===== src/rtl/stopwatch_counter_pkg.sv =====
// rtl/stopwatch_counter_pkg.sv - shared types and constants for the BCD stopwatch
package stopwatch_counter_pkg;

    typedef enum logic [1:0] {
        IDLE  = 2'd0,
        RUN   = 2'd1,
        PAUSE = 2'd2
    } state_t;

    localparam int BCD_W = 4;

    localparam logic [BCD_W-1:0] TENTHS_MAX    = 4'd9;
    localparam logic [BCD_W-1:0] SEC_UNITS_MAX = 4'd9;
    localparam logic [BCD_W-1:0] SEC_TENS_MAX  = 4'd5;
    localparam logic [BCD_W-1:0] MIN_UNITS_MAX = 4'd9;

endpackage


===== src/rtl/bcd_digit.sv =====
// rtl/bcd_digit.sv - one wrapping BCD digit of the stopwatch counting chain
module bcd_digit
    import stopwatch_counter_pkg::*;
#(
    parameter logic [BCD_W-1:0] MAX = 4'd9
) (
    input  logic             clk_in,
    input  logic             res,
    input  logic             inc,
    input  logic             clr,
    output logic [BCD_W-1:0] val,
    output logic             carry
);

    // Carry fires only on the increment that wraps this digit from MAX to zero.
    assign carry = inc & (val == MAX);

    // Digit register: clear wins, anything at or above MAX (including an illegal code) wraps to 0.
    always_ff @(posedge clk_in or posedge res) begin
        if (res) begin
            val <= '0;
        end else if (clr) begin
            val <= '0;
        end else if (inc) begin
            if (val >= MAX) begin
                val <= '0;
            end else begin
                val <= val + 4'd1;
            end
        end
    end

endmodule


===== src/rtl/stopwatch_counter.sv =====
// rtl/stopwatch_counter.sv - MM:SS.t BCD stopwatch driven by the 10 Hz divider output
module stopwatch_counter
    import stopwatch_counter_pkg::*;
#(
    parameter bit               BOTH_EDGES   = 1'b1,
    parameter logic [BCD_W-1:0] MIN_TENS_MAX = 4'd5
) (
    input  logic        clk_in,
    input  logic        res,
    input  logic        tick_in,
    input  logic        start_stop,
    input  logic        lap,
    input  logic        clear,
    output logic [19:0] disp_bcd,
    output logic        running,
    output logic        lap_active,
    output logic        overflow
);

    state_t            state;
    state_t            state_next;
    logic              tick_d;
    logic              ev;
    logic              count_en;
    logic [4:0]        carry;
    logic [BCD_W-1:0]  tenths;
    logic [BCD_W-1:0]  sec_units;
    logic [BCD_W-1:0]  sec_tens;
    logic [BCD_W-1:0]  min_units;
    logic [BCD_W-1:0]  min_tens;
    logic [19:0]       live;
    logic [19:0]       snap;

    // The divider output is treated as data; every transition (or rising edge) is one tenth.
    assign ev       = BOTH_EDGES ? (tick_in ^ tick_d) : (tick_in & ~tick_d);
    assign count_en = ev & (state == RUN) & ~clear;
    assign live     = {min_tens, min_units, sec_tens, sec_units, tenths};
    assign disp_bcd = lap_active ? snap : live;

    // Previous-cycle copy of tick_in for edge detection; keeps sampling through clear.
    always_ff @(posedge clk_in or posedge res) begin
        if (res) begin
            tick_d <= 1'b0;
        end else begin
            tick_d <= tick_in;
        end
    end

    bcd_digit #(.MAX(TENTHS_MAX)) u_tenths (
        .clk_in(clk_in), .res(res), .inc(count_en), .clr(clear),
        .val(tenths), .carry(carry[0])
    );

    bcd_digit #(.MAX(SEC_UNITS_MAX)) u_sec_units (
        .clk_in(clk_in), .res(res), .inc(carry[0]), .clr(clear),
        .val(sec_units), .carry(carry[1])
    );

    bcd_digit #(.MAX(SEC_TENS_MAX)) u_sec_tens (
        .clk_in(clk_in), .res(res), .inc(carry[1]), .clr(clear),
        .val(sec_tens), .carry(carry[2])
    );

    bcd_digit #(.MAX(MIN_UNITS_MAX)) u_min_units (
        .clk_in(clk_in), .res(res), .inc(carry[2]), .clr(clear),
        .val(min_units), .carry(carry[3])
    );

    bcd_digit #(.MAX(MIN_TENS_MAX)) u_min_tens (
        .clk_in(clk_in), .res(res), .inc(carry[3]), .clr(clear),
        .val(min_tens), .carry(carry[4])
    );

    // State register; running is registered alongside so it always matches state.
    always_ff @(posedge clk_in or posedge res) begin
        if (res) begin
            state   <= IDLE;
            running <= 1'b0;
        end else begin
            state   <= state_next;
            running <= (state_next == RUN);
        end
    end

    // Run/pause control: clear overrides start_stop.
    always_comb begin
        state_next = state;
        if (clear) begin
            state_next = IDLE;
        end else if (start_stop) begin
            unique case (state)
                IDLE:    state_next = RUN;
                RUN:     state_next = PAUSE;
                PAUSE:   state_next = RUN;
                default: state_next = IDLE;
            endcase
        end
    end

    // Lap freeze: snapshot taken from the pre-increment live count when freezing in RUN.
    always_ff @(posedge clk_in or posedge res) begin
        if (res) begin
            lap_active <= 1'b0;
            snap       <= '0;
        end else if (clear) begin
            lap_active <= 1'b0;
        end else if (lap) begin
            unique case (state)
                RUN: begin
                    lap_active <= ~lap_active;
                    if (!lap_active) begin
                        snap <= live;
                    end
                end
                PAUSE:   lap_active <= 1'b0;
                default: lap_active <= lap_active;
            endcase
        end
    end

    // Sticky wrap flag, set when the top digit carries out of 59:59.9.
    always_ff @(posedge clk_in or posedge res) begin
        if (res) begin
            overflow <= 1'b0;
        end else if (clear) begin
            overflow <= 1'b0;
        end else if (carry[4]) begin
            overflow <= 1'b1;
        end
    end

endmodule


===== config.mk =====
export PLATFORM = sky130hd
export DESIGN_NAME = stopwatch_counter
export DESIGN_NICKNAME = d
export VERILOG_FILES = /design/src/rtl/stopwatch_counter_pkg.sv /design/src/rtl/bcd_digit.sv /design/src/rtl/stopwatch_counter.sv
export SDC_FILE = /design/constraint.sdc
export NUM_CORES = 1
export LEC_CHECK = 0
export ABC_AREA = 1
export CAP_MARGIN = 25
export CELL_PAD_IN_SITES_DETAIL_PLACEMENT = 1
export CELL_PAD_IN_SITES_GLOBAL_PLACEMENT = 1
export CORE_MARGIN = 5
export CORE_UTILIZATION = 46
export CTS_CLUSTER_SIZE = 24
export DETAILED_ROUTE_END_ITERATION = 7
export PLACE_DENSITY_LB_ADDON = 0.1
export SLEW_MARGIN = 20
export SYNTH_ARGS = -nofsm -noshare
export SYNTH_HDL_FRONTEND = slang
export SYNTH_SLANG_ARGS = --single-unit

===== constraint.sdc =====
create_clock -name clk_in -period 3.5 [get_ports clk_in]
set_clock_uncertainty 0.1 [all_clocks]
set_input_delay 0.875 -clock clk_in [delete_from_list [all_inputs] [get_ports clk_in]]
set_output_delay 0.875 -clock clk_in [all_outputs]
set_load 0.03 [all_outputs]

==> impl_metrics.toml, run 1 <==
[logic_synthesis]
post_synth_xor_area_fraction_pct = 2.400
postSynth.asyncResetShare_pct = 100.0
post_synth_inst_count = 275
netlist_top_cells_area = "dfrtp_1, ha_1, nand2_1"
post_synth_mux_area_share_pct = 8.815
syn_area_um2 = 2555
synth-edff-count = 0
synth.ff_latch_count = 46
synth.largest_area_cell = "dfrtp_1"
postSynthNetCount = 296
post_synth_and_or_nand_nor_area_fraction_pct = 20.27
post_synthesis_sequential_area_ratio_pct = 45.05
post-synth-top-count-cell = "dfrtp_1"
synth.top_cell.area_share_pct = 45.05
post_synth_fa_ha_maj_area_fraction_pct = 7.346
synth_compound_area_share_pct = 9.256
synthesis.area_per_instance_um2 = 9.291
synthDistinctLibCells = 34
synth_top_family_by_area = "simple AND/OR/NAND/NOR gates"
synth-main-ff-cell = "dfrtp_1"
synth_cell_count_leaders = "dfrtp_1, nand2_1, inv_1"
synth_warnings = 0

[worst_setup_path]
critical_path.max_fanout = 21
timing_worst_setup_path_type = "flip-flop to output port"
required_ps = 2520
arrival_ps = 2010
critical_path.startpoint = "lap_active"
critPathLaunchType = "flip-flop"
setup.worst_path.end_class = "output port"
worstReg2RegStart = "u_tenths.val[1]"

[clock_tree]
clk-insertion-delay-late_ps = 300
cts_max_level = 2
cts_root_buffer = "clkbuf_8"
cts.clk_slew.worst_paths_ps = 90
cts-root-to-sink-buffers = 2
holdBufCountCts = 0
cts_tree = "built"
clock_sinks = 46
cts_resized = 0
cts_buffers = 5
post-cts-setup-buffers = 0

[power_and_ir_drop]
pwr_density_cell_nw_per_um2 = 333.3
maximum_ir_drop_on_the_vdd_rail_mv = 0.2016
static-leakage-power_uw = 0.001397
report.power.total_uw = 1018

[job]
maxCapViolCount = 0

[die]
core_area_um2 = 5439
std_cell_rows = 27
top_level_ports = 29
dieWidth_um = 84.53
area_of_the_die_um2 = 7144
floorplan.initialDensity_pct = 46.97
die_h_um = 84.53

[layout]
fin_area_um2 = 3054
syn2layout_area_growth_pct = 19.54
final_nets = 331
share_of_post_route_cells_with_drive_strength_above_1_pct = 14.47
antennaDiodeCount = 0
fill_cells = 638

[sta]
final_min_period_over_clock_period_pct = 85.29
tightest_slew_ps = 565.1
timing_max_transition_violations_final = 0
highest_clock_rate_ghz = 0.3350
final_hold_viol_count = 0
tns_ps = 0
setup_slack_ps = 515.0
max-slew-margin-rel_pct = 62.27
grt_setup_unrepaired = "false"
final-setup-viol-count = 0
period_minus_slack_ps = 2985

[routing]
ant_nets_after_route = 0
viasPerCell = 5.198
detail_route.first_pass.iterations = 4
drc = 0
vias = 1991
route.final.wire_length_um = 5948
routed_wire_length_per_instance_um = 15.53
drt_iter0_drc = 51

[outcome]
status = "finished, final reports clean"

[grt]
grt_antenna_before_repair = 0
vias_in_the_first_global_route = 2142
largest_net_degree_at_the_start_of_global_routing = 26
grt_first_pass_wirelength_um = 10360
global_route.overflow_total = 0
global_route.usage.total_pct = 17.90

[place]
detailedPlacementHpwl_um = 4518
placement_cell_area_um2 = 2948
place.gp.congestion = 0.7501
dp_worst_setup_slack_ps = 811.4
place.port_buffers = 28

[min_path]
timing.hold.worst.class = "flip-flop to flip-flop"
timing.hold.worst.start = "snap[2]"
## cell families (layout without fill, tap and decap cells)
logic type               Yosys count  count (layout)
adder cells (fa/ha/maj)           15              15
AO/OA/AOI/OAI                     44              44
XOR/XNOR                           7               7
multiplexers                      20              20
AND/OR/NAND/NOR                   99              99
flip-flops                        46              46
buffers and inverters             44              80
## per-layer routing
layer	share of wire [%]	global-route usage, %
met5	0	0
met1	49	23.70
met2	48	30.18
met4	0.99	4.029
met3	2.8	3.729
## final cells by class
class                      count  area (um^2)  share of cell area (%)
multi-input combinational    185         1231                   40.31
sequential                    46         1151                   37.69
timing repair buffer          36        340.3                   11.14
inverter                      36        135.1                   4.424
tap                           72        90.09                   2.950
clock buffer                   7        76.32                   2.499
clock inverter                 1        30.03                  0.9832
## where the power goes
part	switching, uW	internal [uW]
logic	54.1	27.9
registers	7.05	539
clock network	176	214
total	237	781
## critical path, cell delays in order (launching register included)
cell and delay [ps]:
dfrtp_1 440, buf_4 220, o21ai_0 310, clkdlybuf4s50_1 740
## state kept, by name, summed over array words and instances (netlist names)
signal and flops:
lap_active 1, overflow 1, running 1, snap 20, state 2, tick_d 1
u_min_tens.val 4, u_min_units.val 4, u_sec_tens.val 4, u_sec_units.val 4, u_tenths.val 4
## layout by cell type, fill, tap and decap left out, types with 2 or more instances in the layout
cell | synthesis | layout
nand4_1 | 7 | 7
dfrtp_1 | 46 | 46
nor4_1 | 2 | 2
xnor2_1 | 4 | 4
inv_1 | 32 | 31
clkdlybuf4s50_1 | 0 | 28
mux2_2 | 12 | 12
buf_4 | 2 | 8
xor2_1 | 3 | 3
o22ai_1 | 6 | 6
nand3_1 | 16 | 16
ha_1 | 15 | 15
nor2_4 | 4 | 4
nand3_2 | 3 | 3
mux2_1 | 8 | 8
inv_2 | 4 | 5
nor3_1 | 2 | 2
o21ai_1 | 6 | 6
nand2_1 | 44 | 44
a21oi_1 | 3 | 3
o21ai_0 | 26 | 26
clkbuf_1 | 3 | 2
clkbuf_8 | 0 | 5
nor2_1 | 14 | 13
## final timing paths
path / endpoint / slack (ps) / cells after the start
worst max-delay path: disp_bcd[0] / 510 / 3
worst min-delay path: snap[2] / 390 / 1
worst max register to register: u_min_units.val[1] / 1630 / 9
worst min register to register: snap[2] / 390 / 1
max in group asynchronous: u_sec_units.val[2] / 1860 / 3
min in group asynchronous: u_tenths.val[2] / 840 / 2
## metrics by stage
stage	hold slack (ps)	cells	utilization [%]
after floorplan	358.0	275	-
after global placement	366.8	375	54.20
after detailed placement	379.9	375	54.20
after CTS	400.3	383	56.15
after global routing	412.3	383	56.15
final	393.5	383	56.15
(Power assumes the default switching activity.)
==> run 2: changes to the inputs <==
- CORE_UTILIZATION: 46 -> 52
- DONT_BUFFER_PORTS: unset -> 1
==> run 2 against run 1 <==
Against the previous run: cell count fell by 8.6%; setup slack improved by 36 ps; non-clock buffer count is 28 lower; clock power fell by 16%; critical endpoint is now disp_bcd[13]; cell area decreased by 10%; core utilization up 1.5 points; clock-buffer cell count stayed put; critical path depth shrank 1.
==> impl_metrics.toml, run 2 (synthesis gave the netlist of run 1 again) <==
[outcome]
status = "finished, final reports clean"

[clock_tree]
cts.clk_slew.worst_paths_ps = 80
cts_root_buffer = "clkbuf_8"
cts_max_level = 2
clk-insertion-delay-late_ps = 290
cts_tree = "built"
holdBufCountCts = 0
cts_buffers = 5
post-cts-setup-buffers = 0
cts_resized = 0
cts-root-to-sink-buffers = 2
clock_sinks = 46

[sta]
tns_ps = 0
final-setup-viol-count = 0
period_minus_slack_ps = 2949
timing_max_transition_violations_final = 0
hold_ws_ps = 394.7
highest_clock_rate_ghz = 0.3391
final_hold_viol_count = 0
grt_setup_unrepaired = "false"
tightest_slew_ps = 1060
max-slew-margin-rel_pct = 28.56
final_min_period_over_clock_period_pct = 84.27

[routing]
drt_iter0_drc = 52
viasPerCell = 5.369
ant_nets_after_route = 0
route.final.wire_length_um = 5522
routed_wire_length_per_instance_um = 15.78
vias = 1879
drc = 0
detail_route.first_pass.iterations = 4

[power_and_ir_drop]
pwr_density_cell_nw_per_um2 = 341.1
static-leakage-power_uw = 0.001279
maximum_ir_drop_on_the_vdd_rail_mv = 0.2010
report.power.total_uw = 934.3

[worst_setup_path]
timing.reg2reg.setup_slack_ps = 1340
critPathSlowestCell = "o21ai_0"
crit_chain = "buf_4 -> o21ai_0"
timing_worst_setup_path_type = "flip-flop to output port"
crit_cells = 2
buffers_and_inverters_on_the_worst_path = 1
arrival_ps = 1970
required_ps = 2520
worst_r2r_path_depth = 4
critPathLaunchType = "flip-flop"
setup.worst_path.end = "disp_bcd[13]"
critical_path.max_fanout = 31
crit_family = "compound AO/OA/AOI/OAI gates"
worstReg2RegStart = "lap_active"
slowest_delay_ps = 870
setup.worst_path.end_class = "output port"
critical_path.startpoint = "lap_active"
crit-reg2reg-capture = "snap[2]"

[grt]
met1_usage_pct = 24.96
global_route.usage.met3_pct = 4.036
grt_antenna_before_repair = 0
global_route.usage.total_pct = 19.33
largest_net_degree_at_the_start_of_global_routing = 47
global_route.overflow_total = 0
vias_in_the_first_global_route = 2011
use_met2_pct = 32.37
grt_first_pass_wirelength_um = 9639
top_usage_layer = "met2"

[place]
detailedPlacementHpwl_um = 4128
total_placed_cells_including_tap_cells = 336
place.gp.congestion = 0.7968
place.port_buffers = 0
placement_cell_area_um2 = 2616

[die]
core_area_um2 = 4755
area_of_the_die_um2 = 6415
dieWidth_um = 80.10
die_h_um = 80.10
top_level_ports = 29
floorplan.initialDensity_pct = 53.74
std_cell_rows = 25

[layout]
layout.cells.most_common_list = "dfrtp_1, nand2_1, inv_1, o21ai_0, nand3_1"
final_nets = 303
largest_register_ff_count = 20
antennaDiodeCount = 0
syn2layout_area_growth_pct = 7.199
share_of_post_route_cells_with_drive_strength_above_1_pct = 14.84
layout.cells.most_common = "dfrtp_1"
layout.cells.non_filler = 350
fill_cells = 564
regMostFlops = "snap"
fin_area_um2 = 2739

[job]
maxCapViolCount = 0

[min_path]
hold-path-cell-count = 1
timing.hold.worst.class = "flip-flop to flip-flop"
-- run 2: cell types whose count changed in the layout (fill, tap and decap cells not counted), sizes merged --
cell and delta:
clkbuf +6, clkdlybuf4s50 -28, bufinv -1, inv -1, buf -6, clkinv +2
-- run 2: cell type report --
cell class	count	area, um^2	area share, %
Clock buffer	7	86.33	3.152
Clock inverter	1	5.005	0.1827
Inverter	36	136.4	4.979
Multi-Input combinational cell	185	1231	44.95
Sequential cell	46	1151	42.03
Tap cell	67	83.83	3.061
Timing Repair Buffer	8	45.04	1.645
-- run 2: power by group --
part | total [uW] | switching [uW] | leakage, uW | internal [uW]
clock | 328 | 168 | 0.0000482 | 159
combinational | 57.9 | 43.6 | 0.000594 | 14.2
sequential | 549 | 9.70 | 0.000636 | 539
-- run 2: stage by stage --
stage / setup WS (ps) / utilization, %
final: 550.7 / 57.61
after global routing: 427.0 / 57.61
after CTS: 494.9 / 56.95
after detailed placement: 821.0 / 55.03
after global placement: 905.1 / 55.03
after floorplan: 1049 / -
-- run 2: worst min-delay path by stage --
stage	start	to	slack, ps
floorplan	snap[16]	snap[16]	360
global placement	snap[19]	snap[19]	370
detailed placement	snap[3]	snap[3]	370
CTS	snap[3]	snap[3]	390
global route	snap[3]	snap[3]	410
finish	snap[6]	snap[6]	390
-- run 2: worst register-to-register path, delay by kind of cell (launching register included) --
kind                   cells  cell delay, ps
flip-flops                 1             530
AO/OA/AOI/OAI              1             480
buffers and inverters      2             640
multiplexers               1             300
-- run 2: routing by layer --
metal,up-vias,routed length (um)
li1,929,-
met1,917,2507
met4,0,74
met3,8,225
met5,-,0
met2,25,2714
==> run 3: changes to the inputs <==
- CORE_UTILIZATION: 52 -> 44
- clock period: 3.5 -> 2.4 ns (I/O delays scaled with it)
==> run 3 against run 2 <==
Against the previous run: sequential power up 46%; clock-buffer cell count down 1; register-to-register slack worse by 750 ps; global-route usage down 2.3 points; cell count up 6.3%; via count up 4.3%; die area up 16%; combinational power up 66%; core utilization down 5.3 points; cell area up 6.5%; routed wire length up 4.0%; largest cell class unchanged; largest power group unchanged; highest routed layer unchanged.
==> impl_metrics.toml, run 3 (synthesis gave the netlist of run 1 again) <==
[outcome]
status = "finished, final reports clean"

[power_and_ir_drop]
static-leakage-power_uw = 0.001397
pwr_density_cell_nw_per_um2 = 503.2
maximum_ir_drop_on_the_vdd_rail_mv = 0.3205

[worst_setup_path]
worst_r2r_path_depth = 9
critPathLaunchType = "flip-flop"
timing.reg2reg.setup_slack_ps = 590
critPathSlowestCell = "dfrtp_1"
timing_worst_setup_path_type = "flip-flop to output port"
critical_path.max_fanout = 24
required_ps = 1700
crit-reg2reg-capture = "u_min_units.val[0]"
worstReg2RegStart = "u_tenths.val[1]"
slowest_delay_ps = 380
arrival_ps = 1320
most_numerous_cell_on_the_critical_path = "buf_4"
setup.worst_path.end_class = "output port"
crit_chain = "buf_4 -> o21ai_0 -> buf_4"

[layout]
share_of_post_route_cells_with_drive_strength_above_1_pct = 21.00
regMostFlops = "snap"
layout.cells.most_common_list = "dfrtp_1, nand2_1, inv_1, o21ai_0, buf_4"
syn2layout_area_growth_pct = 14.20
largest_register_ff_count = 20
final_nets = 320
fill_cells = 659
antennaDiodeCount = 0
finish.utilization_pct = 52.35
layout.cells.most_common = "dfrtp_1"

[sta]
final_hold_viol_count = 0
max-slew-margin-rel_pct = 60.49
tightest_slew_ps = 591.8
period_minus_slack_ps = 2024
final_min_period_over_clock_period_pct = 84.31
tns_ps = 0
highest_clock_rate_ghz = 0.4942
timing_max_transition_violations_final = 0
grt_setup_unrepaired = "false"
final-setup-viol-count = 0

[clock_tree]
cts_buffers = 5
cts_root_buffer = "clkbuf_8"
cts-root-to-sink-buffers = 2
clk-insertion-delay-late_ps = 300
post-cts-setup-buffers = 0
holdBufCountCts = 0
cts_max_level = 2
cts_tree = "built"
cts_resized = 0
clock_sinks = 46
cts.clk_slew.worst_paths_ps = 90

[routing]
drt_iter0_drc = 62
route.final.wire_length_um = 5741
viasPerCell = 5.269
routed_wire_length_per_instance_um = 15.43
detail_route.first_pass.iterations = 4
drc = 0
vias = 1960
ant_nets_after_route = 0

[die]
die_h_um = 86.20
std_cell_rows = 27
top_level_ports = 29
floorplan.initialDensity_pct = 45.84
area_of_the_die_um2 = 7430
core_area_um2 = 5574
dieWidth_um = 86.20

[place]
place.port_buffers = 0
detailedPlacementHpwl_um = 4377
place.gp.congestion = 0.7714

[grt]
vias_in_the_first_global_route = 2119
largest_net_degree_at_the_start_of_global_routing = 27
global_route.usage.total_pct = 17.05
grt_first_pass_wirelength_um = 10080
grt_antenna_before_repair = 0
global_route.overflow_total = 0

[job]
maxCapViolCount = 0

[min_path]
timing.hold.worst.class = "input pin to async pin"
-- run 3: cell count changes in the layout (fill, tap and decap cells not counted) --
cell | before | now
bufinv_16 | 0 | 1
buf_4 | 2 | 24
clkbuf_8 | 6 | 5
inv_2 | 4 | 5
buf_12 | 0 | 1
clkbuf_4 | 2 | 0
clkbuf_1 | 5 | 1
clkinv_2 | 2 | 0
clkinvlp_4 | 0 | 1
-- run 3: final cells by class --
type | count | area [um^2] | area share, %
well taps | 72 | 90.09 | 3.087
inverters | 36 | 135.1 | 4.631
flip-flops and latches | 46 | 1151 | 39.45
clock buffers | 6 | 72.57 | 2.487
clock inverters | 2 | 37.54 | 1.286
multi-input cells | 185 | 1231 | 42.20
repair buffers | 25 | 200.2 | 6.861
-- run 3: worst max path at each step --
stage,from,end,slack (ps)
3_3_place_gp,u_tenths.val[1],u_min_units.val[1],650
5_1_grt,lap_active,disp_bcd[8],240
6_report,lap_active,disp_bcd[8],380
2_1_floorplan,lap_active,disp_bcd[16],220
4_1_cts,lap_active,disp_bcd[8],330
3_5_place_dp,u_tenths.val[1],u_min_units.val[0],590
-- run 3: worst max-delay path: cells and delay by family (launching register included) --
| family | cells | cell delay (ps) |
|---|---|---|
| DFF | 1 | 380 |
| buffers and inverters | 2 | 410 |
| AOI/OAI and AO/OA | 1 | 220 |
-- run 3: per-stage QoR --
step | total power (uW) | instances | hold WS (ps) | setup WS, ps | cell area, um^2
after floorplan | 885.1 | 275 | 358.0 | 224.2 | 2555
after global placement | 909.2 | 364 | 367.9 | 648.6 | 2808
after detailed placement | 913.5 | 364 | 380.8 | 588.8 | 2808
after CTS | 1492 | 372 | 156.0 | 327.8 | 2918
after global routing | 1542 | 372 | 169.0 | 239.0 | 2918
final | 1468 | 372 | 137.1 | 376.5 | 2918
-- run 3: layer usage --
layer  global-route usage (%)  vias up  wire length, um
li1                         -      958                -
met1                    21.56      966             2606
met2                    28.45       29             2746
met3                    4.848        7              314
met4                    4.958        0               73
met5                        0        -                0
-- run 3: power by group --
part	switching [uW]	internal, uW	total, uW	leakage (uW)
logic	67.9	28.5	96.4	0.000709
clock network	262	311	573	0.0000514
registers	12.5	786	799	0.000636
